==> config.mk <==
export PLATFORM = sky130hd
export DESIGN_NAME = resp_misr_capture
export DESIGN_NICKNAME = d
export VERILOG_FILES = /design/src/rtl/resp_misr_pkg.sv /design/src/rtl/resp_misr_step.sv /design/src/rtl/resp_misr_capture.sv
export SDC_FILE = /design/constraint.sdc
export NUM_CORES = 1
export LEC_CHECK = 0
export ABC_AREA = 1
export ABC_CLOCK_PERIOD_IN_PS = 4300
export CAP_MARGIN = 40
export CORE_AREA = 3 3 111 124
export CTS_CLUSTER_SIZE = 30
export DETAILED_ROUTE_END_ITERATION = 12
export DIE_AREA = 0 0 114 127
export GPL_ROUTABILITY_DRIVEN = 0
export SYNTH_ARGS = -nofsm -noshare
export SYNTH_HDL_FRONTEND = slang
export SYNTH_SLANG_ARGS = --single-unit
==> constraint.sdc <==
create_clock -name clk -period 4.3 [get_ports clk]
set_input_delay 1.075 -clock clk [delete_from_list [all_inputs] [get_ports clk]]
set_output_delay 1.075 -clock clk [all_outputs]
set_load 0.02 [all_outputs]
==> src/rtl/resp_misr_pkg.sv <==
// Shared types and default constants for the response MISR capture block.
package resp_misr_pkg;

    localparam int SIG_W  = 16;
    localparam int RESP_W = 7;

    localparam logic [SIG_W-1:0] DEF_POLY = 16'hB400;
    localparam logic [SIG_W-1:0] DEF_SEED = 16'h0000;

    typedef enum logic [1:0] {
        IDLE = 2'd0,
        RUN  = 2'd1,
        DONE = 2'd2
    } state_t;

endpackage

==> src/rtl/resp_misr_step.sv <==
// One compaction step of the MISR: shift in the tap parity, then fold in the response.
module resp_misr_step #(
    parameter int SIG_W  = resp_misr_pkg::SIG_W,
    parameter int RESP_W = resp_misr_pkg::RESP_W,
    parameter logic [SIG_W-1:0] POLY = resp_misr_pkg::DEF_POLY
) (
    input  logic [SIG_W-1:0]  sig,
    input  logic [RESP_W-1:0] data,
    output logic [SIG_W-1:0]  sig_next
);

    logic fb;

    assign fb       = ^(sig & POLY);
    assign sig_next = {sig[SIG_W-2:0], fb} ^ SIG_W'(data);

endmodule

==> src/rtl/resp_misr_capture.sv <==
// Compacts a run of upstream responses into a signature and compares it
// against a golden value latched when the run starts.
module resp_misr_capture #(
    parameter int SIG_W  = resp_misr_pkg::SIG_W,
    parameter int RESP_W = resp_misr_pkg::RESP_W,
    parameter logic [SIG_W-1:0] POLY = resp_misr_pkg::DEF_POLY,
    parameter logic [SIG_W-1:0] SEED = resp_misr_pkg::DEF_SEED
) (
    input  logic              clk,
    input  logic              rst_n,
    input  logic              start,
    input  logic              abort,
    input  logic [15:0]       pat_count,
    input  logic [SIG_W-1:0]  golden_sig,
    input  logic              in_valid,
    output logic              in_ready,
    input  logic [RESP_W-1:0] in_data,
    output logic              busy,
    output logic              done,
    output logic              pass,
    output logic [SIG_W-1:0]  sig,
    output logic [15:0]       accepted
);

    import resp_misr_pkg::*;

    state_t            state;
    state_t            state_next;
    logic [15:0]       count_q;
    logic [SIG_W-1:0]  golden_q;
    logic [SIG_W-1:0]  sig_step;
    logic [15:0]       accepted_inc;
    logic              load;
    logic              accept;

    resp_misr_step #(
        .SIG_W  (SIG_W),
        .RESP_W (RESP_W),
        .POLY   (POLY)
    ) u_step (
        .sig      (sig),
        .data     (in_data),
        .sig_next (sig_step)
    );

    assign accepted_inc = accepted + 16'd1;
    assign in_ready     = (state == RUN);
    assign busy         = (state == RUN);
    assign done         = (state == DONE);

    always_ff @(posedge clk or negedge rst_n) begin
        if (!rst_n) begin
            state <= IDLE;
        end else begin
            state <= state_next;
        end
    end

    // Abort outranks everything; start is only honoured outside RUN.
    always_comb begin
        state_next = state;
        load       = 1'b0;
        accept     = 1'b0;
        if (abort) begin
            state_next = IDLE;
        end else begin
            case (state)
                IDLE, DONE: begin
                    if (start) begin
                        load       = 1'b1;
                        state_next = (pat_count == 16'd0) ? DONE : RUN;
                    end
                end
                RUN: begin
                    if (in_valid && in_ready) begin
                        accept = 1'b1;
                        if (accepted_inc == count_q) begin
                            state_next = DONE;
                        end
                    end
                end
                default: state_next = IDLE;
            endcase
        end
    end

    // pass is only ever set on the edge that enters DONE and cleared on any exit.
    always_ff @(posedge clk or negedge rst_n) begin
        if (!rst_n) begin
            sig      <= '0;
            accepted <= '0;
            pass     <= 1'b0;
            count_q  <= '0;
            golden_q <= '0;
        end else if (load) begin
            sig      <= SEED;
            accepted <= '0;
            count_q  <= pat_count;
            golden_q <= golden_sig;
            pass     <= (pat_count == 16'd0) && (SEED == golden_sig);
        end else if (accept) begin
            sig      <= sig_step;
            accepted <= accepted_inc;
            pass     <= (accepted_inc == count_q) && (sig_step == golden_q);
        end else if (state_next != DONE) begin
            pass     <= 1'b0;
        end
    end

endmodule

## Word-level counts from Yosys, hierarchy flattened

Cells that the tools add are included.

| storage, ports and cells | value |
|---|---|
| input port bits | 44 |
| register bits after elaboration | 67 |
| output and inout bits | 36 |
| word-level logic and storage cells | 42 |

| cells by class | value |
|---|---|
| add/sub/neg operators | 1 |
| reductions and logical operators | 10 |
| mux-type cells | 19 |
| bitwise operators | 1 |
| equal/unequal tests | 5 |

Operators with widths:

| kind | number |
|---|---|
| 2-to-1 mux 16 bit | 4 |
| equality test 16 bit | 2 |
| logical NOT 16 bit | 2 |
| adder 16 x 1 -> 16 bit, second input constant | 1 |
| XOR reduction 16 bit | 1 |
| bitwise XOR 16 x 7 -> 16 bit | 1 |
| 2-to-1 mux 2 bit | 5 |
| 2-to-1 mux 1 bit | 9 |
| case mux 2 bit (2 select lines) | 1 |
| logical AND 1 bit | 3 |
| nonzero test 3 bit | 1 |
| equality test 2 x 1 -> 1 bit, second input constant | 1 |
| equality test 2 bit, second input constant | 1 |
| logical NOT 2 bit | 1 |
| inequality test 2 bit, second input constant | 1 |
| nonzero test 2 bit | 1 |
| OR reduction 2 bit | 1 |

## Longest topological paths before layout

| depth | value |
|---|---|
| depth after elaboration | 10 |
| gate-level depth with buffers | 14 |
| gate-level depth less buffers | 14 |

## Modules after synthesis

Synthesis repeated with hierarchy kept, for this count alone.

| unflattened totals | value |
|---|---|
| cells, all modules | 506 |
| area total of the unflattened synthesis | 3888.7 µm² |

By module, submodules not included:

| module | seq. area each (µm²) | cells each | area each (µm²) | times used |
|---|---|---|---|---|
| resp_misr_capture | 1676.6 | 477 | 3703.6 | 1 |
| resp_misr_step | 0.0 | 29 | 185.2 | 1 |

## Worst setup path before layout

Ideal clock, no wire load.

| timing path | value |
|---|---|
| path type | flip-flop to output port |
| start | reg state[1] |
| end | out in_ready |
| setup slack | 2237 ps |
| data required time | 3225 ps |
| arrival time | 988 ps |
| buffers on the path | 1 |
| stages on the path, launching flop included | 3 |
| path through | dfrtp_1 > nor2_1 > buf_4 |

| between the ends | value |
|---|---|
| word-level cells in the longest chain between the ends | 1 |

Ends and longest elaborated chain:

| element | RTL line | text |
|---|---|---|
| from (decl) | resp_misr_capture.sv:27 | `state_t state;` |
| from (signal assigned) | resp_misr_capture.sv:55 | `state <= state_next;` |
| equality test 2 x 1 -> 1 bit | -- |  |
| to (decl) | resp_misr_capture.sv:16 | `output logic in_ready,` |

No other way between the ends.

## Worst setup path after layout

| timing path | value |
|---|---|
| start | in start |
| end | reg sig[6] |

| between the ends | value |
|---|---|
| word-level cells in the longest chain between the ends | 4 |
| elaborated cells between the ends (all ways) | 5 |
| classes of those cells | mux: 4; reduce/logical: 1 |

Ends and longest elaborated chain:

| element | RTL line | text |
|---|---|---|
| from (decl) | resp_misr_capture.sv:11 | `input logic start,` |
| 2-to-1 mux 1 bit * | resp_misr_capture.sv:69 | `if (start) begin` |
| 2-to-1 mux 1 bit * | resp_misr_capture.sv:67 | `case (state)` |
| 2-to-1 mux 1 bit * | resp_misr_capture.sv:64 | `if (abort) begin` |
| 2-to-1 mux 16 bit or nonzero test 2 bit (tied branches) | -- |  |
| to (signal assigned) | resp_misr_capture.sv:102 | `sig <= sig_step;` |
| to (decl) | resp_misr_capture.sv:21 | `output logic [SIG_W-1:0] sig,` |

Every way passes the cells marked *; elsewhere a longest branch is shown, timed or not.
A chain may end at the register's enable or synchronous reset.

==> results_dict.tcl <==
set metrics [dict create \
    status "finished clean" \
    reg2reg_depth 11 \
    clock_path_buffers 2 \
    place_area_um2 4730 \
    holdWs_ns 0.490 \
    hold_viol_final 0 \
    final_area_um2 5050 \
    hold_class "reg -> reg" \
    period_needed_ns 2.86 \
    die_area_um2 14500 \
    max_cap_viol_count 0 \
    antenna_found_initial 0 \
    worst_slack_ns 1.44 \
    ys_types 30 \
    max-vdd-ir-drop_uv 222 \
    cp_common_cell "nor2_2" \
    grt_pass1_wl_mm 17.6 \
    top_usage_layer "met2" \
    start_util_pct 29.7 \
    fillers 1306 \
    insertion_delay_ns 0.32 \
    post_cts_buffers 0 \
    post_cts_resized 0 \
    grt_max_degree 36 \
    cts_tree "done" \
    min_delay_worst_endpoint "count_q[11]$_DFFE_PN0P_" \
    arrival_ns 3.03 \
    tightest_slew_ns 0.796 \
    routed_via_density 4.78 \
    area_growth_pct 35.2 \
    cts-root-buf "clkbuf_16" \
    syn-num-nets 536 \
    post-route-period-util_pct 66.5 \
    grt_use_total_pct 15.0 \
    timing.setup.tns_ns 0 \
    wirelength_mm 10.3 \
    synth_warnings 0 \
    pin_count 80 \
    drtIter0Drc 139 \
    via_count 3519 \
    startpoint_type "input port" \
    wl_per_cell_um 14.0 \
    postRouteAntennaNets 0 \
    cp.required_ns 4.47 \
    die_w_um 114 \
    worstSetupPathType "in -> reg" \
    rows 43 \
    dr.pass1.iters 4 \
    drive_gt1_share_pct 7.77 \
    place_ws_ns 1.07 \
    max_freq_ghz 0.350 \
    path_cells "clkdlybuf4s50_1 -> nand2_1 -> nor2_2 -> nor2_2 -> inv_1 -> o21ai_0" \
    cts_sinks 67 \
    htree_num_levels 3 \
    num-nets-final 619 \
    synth_area_um2 3740 \
    clkSlewWorstSetupHoldPaths_ns 0.05 \
    holdPathStages 2 \
    cts_made_buffers 9 \
    use_met2_pct 25.9 \
    drc 0 \
    min_from "count_q[11]$_DFFE_PN0P_" \
    rr_endpoint "state[1]$_DFF_PN0_" \
    diodes 0 \
    slowest_delay_ns 0.57 \
    p_per_area_nw_per_um2 374 \
    leakagePower_nw 2.36 \
    dieHeight_um 127 \
    reg2reg_slack_ns 2.15 \
    netlist_instances 491 \
    skew_ns 0.00341 \
    r2r-start "accepted[0]$_DFFE_PN0P_" \
    crit_path_top_delay_cell "inv_1" \
    setup_violations 0 \
    use_met3_pct 2.46 \
    syn_area_per_cell_um2 7.61 \
    rsz0062_at_grt "false" \
    synth.yosys.seq_area_share_pct 44.8 \
    grt_pass1_vias 3556 \
    finalMaxSlewViolations 0 \
    ctsHoldBuffers 0 \
    slew_headroom_pct 46.9 \
    port_buffers 79 \
    post-route-util_pct 40.2 \
    grt.overflow.total 0 \
    core_area_um2 12600 \
    setup.worst_path.end_class "flop" \
    synth_seq_cells 67 \
    grt_util_met1_pct 18.7 \
    crit_fanout 23 \
    hpwl_mm 8.16 \
]
[worst max-delay path: cells and delay by family]
kind,cells,cell delay [ns]
AO/OA/AOI/OAI,1,0.19
buffers and inverters,2,1.09
AND/OR/NAND/NOR,3,0.67
[layout by cell type, fill, tap and decap left out, types with 3 or more instances in the layout]
cell type        count
nor2_1              24
xnor2_1              7
buf_4                4
o21ai_0             40
o22ai_1             18
nand2_1            146
dfrtp_1             67
nand3_1             38
nor2_4               3
inv_1               64
nor4_1               7
clkdlybuf4s50_1     78
nand4_1             13
clkbuf_16            9
xor2_1              16
nand3b_1             5
nor2_2               6
nand2_2              5
[Yosys cell counts]
| library cell | n | area (µm²) |
|---|---|---|
| or2_2 | 2 | 12.5 |
| buf_4 | 1 | 7.51 |
| nand2_1 | 146 | 548 |
| nor2_2 | 5 | 31.3 |
| buf_2 | 5 | 25.0 |
| xnor2_1 | 7 | 61.3 |
| xor2_1 | 16 | 140 |
| nor2_8 | 1 | 20.0 |
| ha_1 | 1 | 12.5 |
| nor2_4 | 3 | 33.8 |
| o21ai_2 | 1 | 8.76 |
| o21ai_0 | 40 | 200 |
| o22ai_1 | 18 | 113 |
| nand4_1 | 13 | 81.3 |
| nor3_1 | 2 | 10.0 |
| nand2_4 | 2 | 22.5 |
| clkbuf_1 | 6 | 22.5 |
| inv_2 | 2 | 7.51 |
| a21oi_1 | 2 | 10.0 |
| nand3_2 | 2 | 20.0 |
| dfrtp_1 | 67 | 1680 |
| nand3_1 | 38 | 190 |
| inv_1 | 64 | 240 |
| o21a_1 | 1 | 7.51 |
| nor2_1 | 25 | 93.8 |
| nand2_2 | 5 | 31.3 |
| and2_1 | 2 | 12.5 |
| nor4_1 | 7 | 43.8 |
| nand3b_1 | 5 | 37.5 |
| a22o_1 | 2 | 17.5 |
[how the worst max path moves through the flow]
stage / from / endpoint / cells after the start
3_3_place_gp: start / accepted[14]$_DFFE_PN0P_ / 6
2_1_floorplan: state[1]$_DFF_PN0_ / in_ready / 2
3_5_place_dp: start / sig[6]$_DFFE_PN0P_ / 6
4_1_cts: start / sig[6]$_DFFE_PN0P_ / 6
5_1_grt: start / sig[6]$_DFFE_PN0P_ / 6
6_report: start / sig[6]$_DFFE_PN0P_ / 6
[power breakdown]
| part | internal (W) | switching [W] |
|---|---|---|
| clock | 0.000538 | 0.000262 |
| sequential | 0.000697 | 0.0000546 |
| combinational | 0.000155 | 0.000183 |
| total | 0.00139 | 0.000499 |
[flip-flops by register name, summed over array words and instances (netlist names)]
register	cells
count_q	16
golden_q	16
pass	1
sig	16
state	2
accepted	16
[per-stage QoR]
stage               cells  total power (W)
floorplan             491         0.000954
global placement      719          0.00109
detailed placement    720          0.00110
CTS                   736          0.00191
global route          736          0.00199
finish                736          0.00189
[area by class of cell]
class	count	area [µm²]	area share, %
clock buffer	12	256	5.07
clock inverter	4	72.6	1.44
inverter	66	248	4.90
multi-input combinational	346	1760	34.9
sequential	67	1680	33.2
tap	157	196	3.89
timing repair buffer	84	843	16.7
[per-layer routing]
layer | wire length [µm] | part of all wire (%) | vias to the layer above
met5 | 0 | 0 | -
met2 | 5310 | 51 | 73
li1 | - | - | 1756
met3 | 342 | 3.3 | 12
met1 | 4450 | 43 | 1678
met4 | 238 | 2.3 | 0
[logic make-up (layout without fill, tap and decap cells)]
logic type      after synthesis  count (layout)  synth area share [%]
flops                        67              67                  44.8
simple gates                258             258                  31.8
xor+xnor                     23              23                  5.39
buf+inv                      78             166                  8.10
compound gates               64              64                  9.54
fa+ha+maj                     1               1                 0.335
Note: power is estimated with default switching activity, not from simulation.
